$ cat src/rtl/cbus_req_arbiter.sv
// rtl/cbus_req_arbiter.sv - round-robin arbiter and transaction sequencer for a shared cbus slave port
module cbus_req_arbiter #(
    parameter int DW         = 32,
    parameter int AW         = 16,
    parameter int NUM_OF_MST = 4,
    parameter int TIM_WID    = 8,
    parameter int TIMEOUT    = 100
) (
    input  logic                       clk,
    input  logic                       sreset_n,
    input  logic [NUM_OF_MST-1:0]      mst_req,
    input  logic [NUM_OF_MST-1:0]      mst_cmd,
    input  logic [AW*NUM_OF_MST-1:0]   mst_addr,
    input  logic [DW*NUM_OF_MST-1:0]   mst_wdata,
    output logic [NUM_OF_MST-1:0]      mst_gnt,
    output logic [NUM_OF_MST-1:0]      mst_done,
    output logic [NUM_OF_MST-1:0]      mst_err,
    output logic [DW-1:0]              mst_rdata,
    output logic                       busy,
    output logic [AW-1:0]              cbus_slv_address,
    output logic                       cbus_slv_cmd,
    output logic [DW-1:0]              cbus_slv_wdata,
    output logic                       cbus_slv_cfg_req,
    input  logic                       cbus_slv_waccept,
    input  logic                       cbus_slv_rresp,
    input  logic [DW-1:0]              cbus_slv_rdatap
);

    localparam int GW = (NUM_OF_MST > 1) ? $clog2(NUM_OF_MST) : 1;

    typedef enum logic [2:0] {IDLE, SETUP, REQ, WAIT_ACK, RESP, ABORT} state_t;

    state_t                  state, state_nxt;
    logic [NUM_OF_MST-1:0]   eligible;
    logic [NUM_OF_MST-1:0]   win_oh;
    logic                    win_found;
    logic [GW-1:0]           win_idx;
    logic [GW-1:0]           last_grant;
    logic [AW-1:0]           win_addr;
    logic                    win_cmd;
    logic [DW-1:0]           win_wdata;
    logic [TIM_WID-1:0]      cnt;
    logic                    ack;
    logic                    cnt_last;

    // The master finishing this cycle is masked so a held request is not re-granted at once.
    assign eligible = mst_req & ~mst_done;
    assign ack      = cbus_slv_waccept | cbus_slv_rresp;
    assign cnt_last = (cnt == TIM_WID'(TIMEOUT - 1));
    assign busy     = (state != IDLE);

    always_comb begin : pick_winner
        int            idx;
        logic [GW-1:0] sel;
        win_found = 1'b0;
        win_idx   = '0;
        idx       = 0;
        sel       = '0;
        for (int i = 0; i < NUM_OF_MST; i++) begin
            idx = int'(last_grant) + 1 + i;
            if (idx >= NUM_OF_MST) idx = idx - NUM_OF_MST;
            sel = GW'(idx);
            if (!win_found && eligible[sel]) begin
                win_found = 1'b1;
                win_idx   = sel;
            end
        end
    end

    always_comb begin : winner_fields
        win_oh    = '0;
        win_addr  = '0;
        win_cmd   = 1'b0;
        win_wdata = '0;
        for (int i = 0; i < NUM_OF_MST; i++) begin
            if (win_idx == GW'(i)) begin
                win_oh[i] = 1'b1;
                win_addr  = mst_addr[AW*i +: AW];
                win_cmd   = mst_cmd[i];
                win_wdata = mst_wdata[DW*i +: DW];
            end
        end
    end

    always_ff @(posedge clk) begin
        if (!sreset_n) state <= IDLE;
        else           state <= state_nxt;
    end

    always_comb begin
        state_nxt = state;
        case (state)
            IDLE:     if (win_found) state_nxt = SETUP;
            SETUP:    state_nxt = REQ;
            REQ:      state_nxt = WAIT_ACK;
            // Ack takes priority over a coincident timeout.
            WAIT_ACK: if (ack)           state_nxt = RESP;
                      else if (cnt_last) state_nxt = ABORT;
            RESP:     state_nxt = IDLE;
            ABORT:    state_nxt = IDLE;
            default:  state_nxt = IDLE;
        endcase
    end

    always_ff @(posedge clk) begin
        if (!sreset_n) begin
            mst_gnt          <= '0;
            mst_done         <= '0;
            mst_err          <= '0;
            mst_rdata        <= '0;
            cbus_slv_address <= '0;
            cbus_slv_cmd     <= 1'b0;
            cbus_slv_wdata   <= '0;
            cbus_slv_cfg_req <= 1'b0;
            last_grant       <= GW'(NUM_OF_MST - 1);
            cnt              <= '0;
        end else begin
            mst_done         <= '0;
            mst_err          <= '0;
            cbus_slv_cfg_req <= (state == SETUP);
            case (state)
                IDLE: begin
                    if (win_found) begin
                        cbus_slv_address <= win_addr;
                        cbus_slv_cmd     <= win_cmd;
                        cbus_slv_wdata   <= win_wdata;
                        mst_gnt          <= win_oh;
                        last_grant       <= win_idx;
                    end
                end
                REQ:      cnt <= '0;
                WAIT_ACK: if (!ack && !cnt_last) cnt <= cnt + 1'b1;
                RESP: begin
                    mst_rdata <= cbus_slv_rdatap;
                    mst_done  <= mst_gnt;
                    mst_gnt   <= '0;
                end
                ABORT: begin
                    mst_rdata <= {DW{1'b1}};
                    mst_done  <= mst_gnt;
                    mst_err   <= mst_gnt;
                    mst_gnt   <= '0;
                end
                default: ;
            endcase
        end
    end

endmodule

$ cat config.mk
export PLATFORM = sky130hd
export DESIGN_NAME = cbus_req_arbiter
export DESIGN_NICKNAME = d
export VERILOG_FILES = /design/src/rtl/cbus_req_arbiter.sv
export SDC_FILE = /design/constraint.sdc
export NUM_CORES = 1
export LEC_CHECK = 0
export BUFFER_PORTS_ARGS = -buffer_cell sky130_fd_sc_hd__buf_2
export CORE_AREA = 2 2 128 130
export CTS_CLUSTER_SIZE = 10
export DETAILED_ROUTE_END_ITERATION = 8
export DIE_AREA = 0 0 130 132
export GPL_TIMING_DRIVEN = 0
export PLACE_DENSITY = 0.7
export SLEW_MARGIN = 20
export SYNTH_ARGS = -nofsm -noshare
export SYNTH_HDL_FRONTEND = slang
export SYNTH_SLANG_ARGS = --single-unit
$ cat constraint.sdc
create_clock -name clk -period 2 [get_ports clk]
set_clock_uncertainty 0.2 [all_clocks]
set_input_delay 0.3 -clock clk [delete_from_list [all_inputs] [get_ports clk]]
set_output_delay 0.3 -clock clk [all_outputs]
set_load 0.02 [all_outputs]
[Word-level counts from Yosys, hierarchy flattened]
Index checks and enable logic that the tools add are counted.
Storage, ports and cells
  flip-flop bits (word level): 107
  latch bits: 0
  bits in writable memories: 0
  ROM bits: 0
  input bits: 236
  output and inout bits: 95
  memories: 0
Cells by class
  add/sub/neg operators: 9
  $mul: 0
  div/mod/pow operators: 0
  $lt $le $gt $ge: 8
  eq/ne operators: 12
  shift-type cells: 0
  muxes and demuxes: 45
  bitwise gates (word level): 3
  reduce and logical (&&, ||, !) cells: 22
Operator list (number)
  2-to-1 mux 32 bit: 4
  2-to-1 mux 16 bit: 4
  case mux 32 bit (2 select lines): 1
  2-to-1 mux 1 bit: 16
  2-to-1 mux 2 bit: 8
  case mux 8 bit (2 select lines): 1
  >= comparator 4 x 3 -> 1 bit, second input constant: 3
  < comparator 2 x 3 -> 1 bit, second input constant: 4
  case mux 3 bit (4 select lines): 1
  AND reduction 2 bit: 6
  2-to-1 mux 3 bit: 3
  adder 3 x 2 -> 4 bit, second input constant: 2
  adder 8 x 1 -> 8 bit, second input constant: 1
  binary-select mux 1 bit (select 2 bit): 4
  equality test 8 x 7 -> 1 bit, second input constant: 1
  2-to-1 mux 8 bit: 1
  case mux 4 bit (2 select lines): 1
  subtractor 2 x 1 -> 2 bit, second input constant: 4
  equality test 3 x 2 -> 1 bit, second input constant: 2
  equality test 3 bit, second input constant: 2
  nonzero test 2 bit: 3
  logical NOT 1 bit: 5
  adder 3 x 1 -> 4 bit, second input constant: 1
  AND 4 bit: 1
  other kinds (15): 20

[Logic depth before layout (Yosys ltp)]
Gate-level depths: netlist of run 1.
  depth after elaboration: 20
  mapped depth: 8
  gate-level depth less buffers: 5

[Worst setup path after synthesis of run 1]
OpenSTA, ideal clock, no wires.
  kind: register to register
  start point: register mst_done[3]
  end point: register mst_gnt[0]
  library setup time: 0.070 ns
  data arrival time: 2.104 ns
  required time: 1.730 ns
  setup slack: -0.374 ns
  cell stages (with the launch flop): 9
  period minus slack after synthesis: 2.374 ns
  cell sequence: dfxtp_1 and4bb_4 a311o_1 buf_2 or2_1 buf_2 buf_6 or3_1 a21boi_1
Between the ends
  cells in the longest elaborated chain, start to end: 18
  elaborated cells on any way between the ends: 30
RTL lines
  from (decl): RTL line 16  | output logic [NUM_OF_MST-1:0] mst_done,
  from (signal assigned): RTL line 135  | mst_done <= mst_gnt;
  from (signal assigned): RTL line 140  | mst_done <= mst_gnt;
  inverter 4 bit *: RTL line 47  | assign eligible = mst_req & ~mst_done;
  AND 4 bit *: RTL line 47
  binary-select mux 1 bit (select 2 bit): RTL line 63  | if (!win_found && eligible[sel]) begin
  2-to-1 mux 1 bit (not written as such): RTL line 63
  2-to-1 mux 1 bit: RTL line 63
  logical NOT 1 bit: RTL line 63
  logical AND 1 bit: RTL line 63
  2-to-1 mux 1 bit: RTL line 63
  [... 2 more ...]
  2-to-1 mux 1 bit: RTL line 63
  logical NOT 1 bit: RTL line 63
  logical AND 1 bit: RTL line 63
  2-to-1 mux 2 bit: RTL line 63
  logical NOT 2 bit: RTL line 76  | if (win_idx == GW'(i)) begin
  2-to-1 mux 1 bit: RTL line 76
  2-to-1 mux 4 bit: RTL line 123  | if (win_found) begin
  case mux 4 bit (2 select lines): RTL line 121  | case (state)
  to (signal assigned): RTL line 127  | mst_gnt <= win_oh;
  to (decl): RTL line 15  | output logic [NUM_OF_MST-1:0] mst_gnt,
Mark *: on every way between the ends. The rest lies on a longest branch, timed or not. The select of a mux whose other input is x is not followed.
A chain may end at the register's enable or synchronous reset.

[Final worst setup path of run 1]
Ends and elaborated chain as after synthesis.

==> results of run 1 <==
-- final cells by class --
| type | instances | area (sq um) |
|---|---|---|
| timing repair buffer | 345 | 1790 |
| sequential | 107 | 2160 |
| clock inverter | 4 | 35.0 |
| inverter | 30 | 113 |
| buffer | 51 | 408 |
| multi-input combinational | 423 | 3300 |
| tap | 216 | 270 |
| clock buffer | 11 | 253 |
| fill | 1502 | 7390 |
-- cell usage after synthesis, types with 3 or more instances --
cell type / number / share of area
buf_2: 11 / 0.010
o21ai_0: 28 / 0.026
nand2b_1: 12 / 0.014
dfxtp_1: 107 / 0.40
o221ai_1: 23 / 0.038
nor4b_1: 4 / 0.0066
nor3_1: 62 / 0.058
clkbuf_1: 42 / 0.030
nor2b_1: 4 / 0.0047
and3_1: 9 / 0.011
mux2i_1: 77 / 0.14
inv_1: 30 / 0.021
a21oi_1: 5 / 0.0047
or3_1: 3 / 0.0035
nand3_1: 8 / 0.0075
a211oi_1: 53 / 0.074
nand2_1: 32 / 0.022
nor3b_1: 34 / 0.048
nor2_1: 39 / 0.027
and2_1: 4 / 0.0047
-- worst reg2reg max path, cell delays in order, from the launching register on --
cell,delay [ns]
dfxtp_4,0.35
and4bb_4,0.22
a311o_1,0.36
or2_4,0.29
buf_12,0.15
buf_12,0.14
or3_4,0.33
a21boi_2,0.14
-- power by group through the flow --
stage               clock, mW  sequential, mW  combinational [mW]
CTS                      1.81            2.47                2.12
floorplan                   0            2.75               0.915
finish                   1.76            2.47                2.29
global placement            0            2.51                1.88
detailed placement          0            2.51                1.90
global route             1.88            2.50                2.45
-- what timing repair did --
| action | CTS | global route |
|---|---|---|
| hold buffers | 0 | 0 |
| setup endpoints to repair | 95 | 74 |
| pin swaps | 8 | 38 |
| setup buffers | 10 | 3 |
| cloned | 1 | 1 |
| resized for setup | 77 | 74 |
-- through the flow --
stage                     TNS (ns)  instance area, sq um  std cells  worst slack, ns
after CTS                    -9.99                  8010       1184           -0.239
after detailed placement    -30.42                  7340       1161           -0.614
after global routing        -13.09                  8320       1187           -0.317
after global placement      -30.91                  7330       1161           -0.738
after floorplan              -5.59                  5410        615           -0.166
final                        -8.07                  8320       1187           -0.243
-- metal layers --
layer / vias up / share of wire / GRT usage
li1: 2943 / - / -
met1: 2786 / 0.41 / 0.259
met2: 227 / 0.51 / 0.395
met3: 26 / 0.064 / 0.0548
met4: 0 / 0.017 / 0.0669
met5: - / 0 / 0
-- path summary, 6_finish.rpt --
path / slack, ns / end / depth (start not counted)
worst max-delay path: -0.24 / mst_gnt[0] / 7
worst min-delay path: 0.05 / cbus_slv_wdata[19] / 3
worst max register to register: -0.24 / mst_gnt[0] / 7
worst min register to register: 0.26 / cbus_slv_wdata[3] / 2
-- registers in the layout (all words and copies together), names as in the netlist --
signal and count:
cbus_slv_cfg_req 1, last_grant 2, cbus_slv_wdata 32, mst_rdata 32
mst_gnt 4, mst_done 4, mst_err 4, state 3
cnt 8, cbus_slv_cmd 1, cbus_slv_address 16
-- cell families after synthesis --
| kind of cell | after synthesis |
|---|---|
| adder cells (fa/ha/maj) | 1 |
| flip-flops | 107 |
| multiplexers | 77 |
| AND/OR/NAND/NOR | 222 |
| buffers and inverters | 85 |
| AO/OA/AOI/OAI | 122 |
| XOR/XNOR | 1 |
==> run_results.csv, run 1 <==
group,metric,value,unit
synthesis,yosysWarningCount,0,
detailed_routing,drtIter0Drc,209,
synthesis,syn_area,0.00534,sq mm
finish,diodes,0,
critical_path,slowest_delay,0.36,ns
synthesis,ys.flop_type,"dfxtp_1",
worst_hold_path,hold_class,"in2reg",
synthesis,ys_ff_latch,107,
detailed_routing,viasPerCell,5.04,
grt,grt_overflow,0,
synthesis,synth_compound_area_frac,0.164,
synthesis,synth_cell_types,43,
detailed_routing,dr.pass1.iters,4,
synthesis,synth-async-reset-ratio,0,
synthesis,synth_seq_area_share,0.401,
floorplanning,fp.dieH,132,um
critical_path,arrival,2.33,ns
sta,whs,0.0469,ns
finish,mostFrequentLayoutCell,"buf_2",
cts,cts.sink_count,107,
run_status,outcome,"finished, violations left",
synthesis,yosys-mux-area-fraction,0.144,
sta,setup_viol,51,
grt,grt_usage,0.222,
sta,min_period,2.24,ns
critical_path,critical-path-top-delay-family,"simple AND/OR/NAND/NOR gates",
critical_path,crit_type,"reg2reg",
finish,final_util,0.530,
critical_path,critical_path.most_common_cell,"buf_12",
place,io_buffers,330,
finish,area.growth.synth_to_final,55.7,%
synthesis,synth-simple-area-share,0.224,
synthesis,synth_xor_area_frac,0.00164,
cts,cts_tree,"done",
worst_hold_path,worstHoldStart,"mst_wdata[19]",
grt,grt_pass1_vias,5820,
cts,numCtsBuffers,9,
finish,final_cell_mix,"buf_2, dfxtp_1, mux2i_1",
detailed_routing,route.detailed.wl_per_inst,17.0,um
pwr,leakagePower,3.84,nW
sta,hold_viol_final,0,
sta,post-route-period-util,1.12,
grt,grt_pass1_wl,29800,um
critical_path,end_kind,"flop",
finish,final_nets,1204,
cts,htreeDepth,3,
critical_path,cp.required,2.08,ns
sta,slew_headroom,0.586,
pwr,switching_share,0.344,
synthesis,syn_area_per_cell,8.69,sq um
pwr,p_switching,2.24,mW
critical_path,path_cells,"and4bb_4, a311o_1, or2_4, buf_12, buf_12, or3_4, a21boi_2",
cts,cts_buffer_depth,2,
place,hpwlAfterDp,15200,um
floorplanning,die_w,130,um
grt,grt_antenna_before_repair,0,
run_status,violations,"negative setup slack",
pwr,ir_worst_vdd,0.000434,V
critical_path,worstPathMaxFanout,6,
detailed_routing,routed_wl,20200,um
critical_path,startpoint_type,"flop",
floorplanning,die_area,0.0172,sq mm
pwr,p_comb_frac,0.351,
synthesis,synth_edf_count,0,
critical_path,crit_buf_inv,2,
cts,clk_latency,0.35,ns
place,gp_congestion,0.845,
pwr,clkPwrFrac,0.270,
cts,cts-root-buf,"clkbuf_16",
grt,grt_start_max_net_pins,18,
critical_path,crit_start,"mst_done[3]",
sta,fmax,0.446,GHz
detailed_routing,route.antenna.remaining_nets,0,
pwr,power_density,783,mW/mm^2
run,drv_cap,0,
pwr,p_int,4.28,mW
floorplanning,core,0.0157,sq mm
critical_path,cpMaxStageDelayCell,"a311o_1",
sta,maxSlewViolCount,0,
synthesis,synth_top_family_by_area,"simple AND/OR/NAND/NOR gates",
pwr,pwr-share-seq,0.379,
cts,clkTransAtPathRegs,0.07,ns
detailed_routing,drc,0,
synthesis,syn_nets,852,
floorplanning,num_rows,46,
sta,final.setup.worst_slack,-0.243,ns
sta,rsz0062_at_grt,"true",
sta,worst_pin_slew,0.620,ns
synthesis,synth_fa_ha_area_frac,0.00234,
pwr,total_power,6.52,mW
synthesis,syn_inst,615,
critical_path,reg2reg_from,"mst_done[3]",
floorplanning,ios,331,
detailed_routing,via_count,5982,
finish,drive_gt1_frac,0.493,
floorplanning,initial_utilization,0.340,
(Power assumes the default switching activity.)
==> inputs of run 2 (changes only) <==
PLACE_DENSITY = default   (was 0.7)
PLACE_DENSITY_LB_ADDON = 0.2   (was default)
==> run_results.csv, run 2 (synthesis gave the netlist of run 1 again) <==
group,metric,value,unit
grt,grt_overflow,0,
sta,min_period,2.30,ns
floorplanning,num_rows,46,
critical_path,startpoint_type,"flop",
cts,cts_buffer_depth,2,
finish,final_nets,1206,
grt,grt_pass1_wl,31300,um
run_status,violations,"negative setup slack",
sta,setup-tns-final,-11.88,ns
grt,grt_antenna_before_repair,2,
sta,worst_pin_slew,0.547,ns
floorplanning,ios,331,
cts,cts-hold-fix-buffers,0,
grt,met1_usage,0.284,
critical_path,reg2reg_from,"mst_done[3]",
finish,seqCellArea,0.00216,sq mm
sta,setup_viol,51,
pwr,power_density,793,mW/mm^2
sta,rsz0062_at_grt,"true",
critical_path,cp.required,2.02,ns
grt,grt_usage,0.231,
detailed_routing,drc,0,
place,gp_congestion,0.835,
critical_path,slowest_delay,0.40,ns
floorplanning,fp.dieH,132,um
cts,numCtsBuffers,9,
pwr,ir_worst_vdd,0.000507,V
run,drv_cap,0,
cts,cts.sink_count,107,
detailed_routing,route.detailed.wl_per_inst,17.0,um
detailed_routing,dr.pass1.iters,4,
grt,grt_util_met2,0.400,
run_status,outcome,"finished, violations left",
detailed_routing,routed_wl,20300,um
sta,whs,0.0467,ns
floorplanning,initial_utilization,0.340,
cts,cts_tree,"done",
grt,grt_start_max_net_pins,20,
critical_path,crit_buf_inv,2,
critical_path,arrival,2.32,ns
finish,drive_gt1_frac,0.488,
place,io_buffers,330,
detailed_routing,drtIter0Drc,200,
detailed_routing,via_count,5972,
finish,mostFrequentLayoutCell,"buf_2",
detailed_routing,viasPerCell,5.01,
worst_hold_path,hold_class,"in2reg",
sta,maxSlewViolCount,0,
worst_hold_path,worstHoldStart,"mst_addr[13]",
pwr,leakagePower,3.87,nW
finish,area.growth.synth_to_final,56.2,%
detailed_routing,route.antenna.remaining_nets,0,
sta,fmax,0.434,GHz
floorplanning,die_area,0.0172,sq mm
place,hpwlAfterDp,15300,um
critical_path,cpMaxStageDelayCell,"a311o_1",
finish,reg.largest.list,"cbus_slv_wdata x32, mst_rdata x32, cbus_slv_address x16",
grt,grt_use_met3,0.0519,
grt,grt_pass1_vias,6032,
cts,htreeDepth,3,
sta,final.setup.worst_slack,-0.303,ns
critical_path,worstPathMaxFanout,10,
finish,multi_input_area,0.00326,sq mm
floorplanning,die_w,130,um
pwr,total_power,6.62,mW
floorplanning,core,0.0157,sq mm
finish,fill_cells,1555,
cts,cts-root-buf,"clkbuf_16",
critical_path,crit_type,"reg2reg",
critical_path,crit_start,"mst_done[3]",
critical_path,end_kind,"flop",
cts,clkTransAtPathRegs,0.08,ns
critical_path,critical-path-top-delay-family,"compound AO/OA/AOI/OAI gates",
critical_path,path_cells,"and4bb_4, a311o_1, or2_4, buf_12, buf_4, mux2i_1, o221ai_1",
sta,post-route-period-util,1.15,
grt,grt-busiest-layer,"met2",
sta,hold_viol_final,0,
cts,clk_latency,0.36,ns
finish,final_cell_mix,"buf_2, dfxtp_1, mux2i_1",
sta,slew_headroom,0.635,
-- run 2: cell types whose count changed in the layout (fill, tap and decap cells not counted), moves of 3 or more --
cell      delta
a211oi_2    -10
a211oi_1     +8
mux2i_2      +5
mux2i_4      -4
buf_12       +3
clkbuf_4     +3
-- run 2: layer usage --
metal  vias up  part of all wire
li1       2948                 -
met1      2792              0.42
met2       206              0.51
met3        26             0.055
met4         0             0.019
met5         -                 0
-- run 2: worst register-to-register path, delay by kind of cell, from the launching register on --
kind | cells | cell delay [ns]
buf+inv | 2 | 0.35
compound gates | 2 | 0.55
mux | 1 | 0.18
simple gates | 2 | 0.54
flops | 1 | 0.37
-- run 2: path summary, 6_finish.rpt --
kind | end | slack [ns] | cells past startpoint
worst max-delay path | cbus_slv_wdata[4] | -0.30 | 7
worst min-delay path | cbus_slv_address[13] | 0.05 | 3
worst max register to register | cbus_slv_wdata[4] | -0.30 | 7
worst min register to register | cbus_slv_wdata[6] | 0.26 | 2
-- run 2: through the flow --
stage	setup slack (ns)	instance area, sq um	util	instances
6_report	-0.303	8350	0.531	1191
3_3_place_gp	-0.785	7330	0.467	1161
2_1_floorplan	-0.166	5410	-	615
3_5_place_dp	-0.542	7340	0.467	1161
5_1_grt	-0.366	8350	0.531	1191
4_1_cts	-0.266	8030	0.511	1181
-- run 2: where the power goes --
| group | total [mW] | internal, mW | switching, mW | leakage (nW) |
|---|---|---|---|---|
| Clock | 1.85 | 0.946 | 0.904 | 0.149 |
| Combinational | 2.29 | 1.03 | 1.26 | 2.84 |
| Sequential | 2.48 | 2.35 | 0.131 | 0.879 |
| Total | 6.62 | 4.32 | 2.30 | 3.87 |
-- run 2: repair_timing --
| action | CTS | global route |
|---|---|---|
| hold endpoints to repair | 0 | 0 |
| endpoints found under the setup margin | 92 | 87 |
| buffers inserted | 7 | 7 |
| pin swaps | 20 | 26 |
| gates cloned | 1 | 2 |
| resized for setup | 84 | 68 |
-- run 2: area by class of cell --
| class | count | share of cell area |
|---|---|---|
| flip-flops and latches | 107 | 0.259 |
| multi-input cells | 423 | 0.390 |
| inverters | 30 | 0.0135 |
| well taps | 216 | 0.0324 |
| clock inverters | 5 | 0.00584 |
| repair buffers | 347 | 0.219 |
| plain buffers | 51 | 0.0498 |
| diodes | 2 | 0.000599 |
| clock buffers | 10 | 0.0300 |
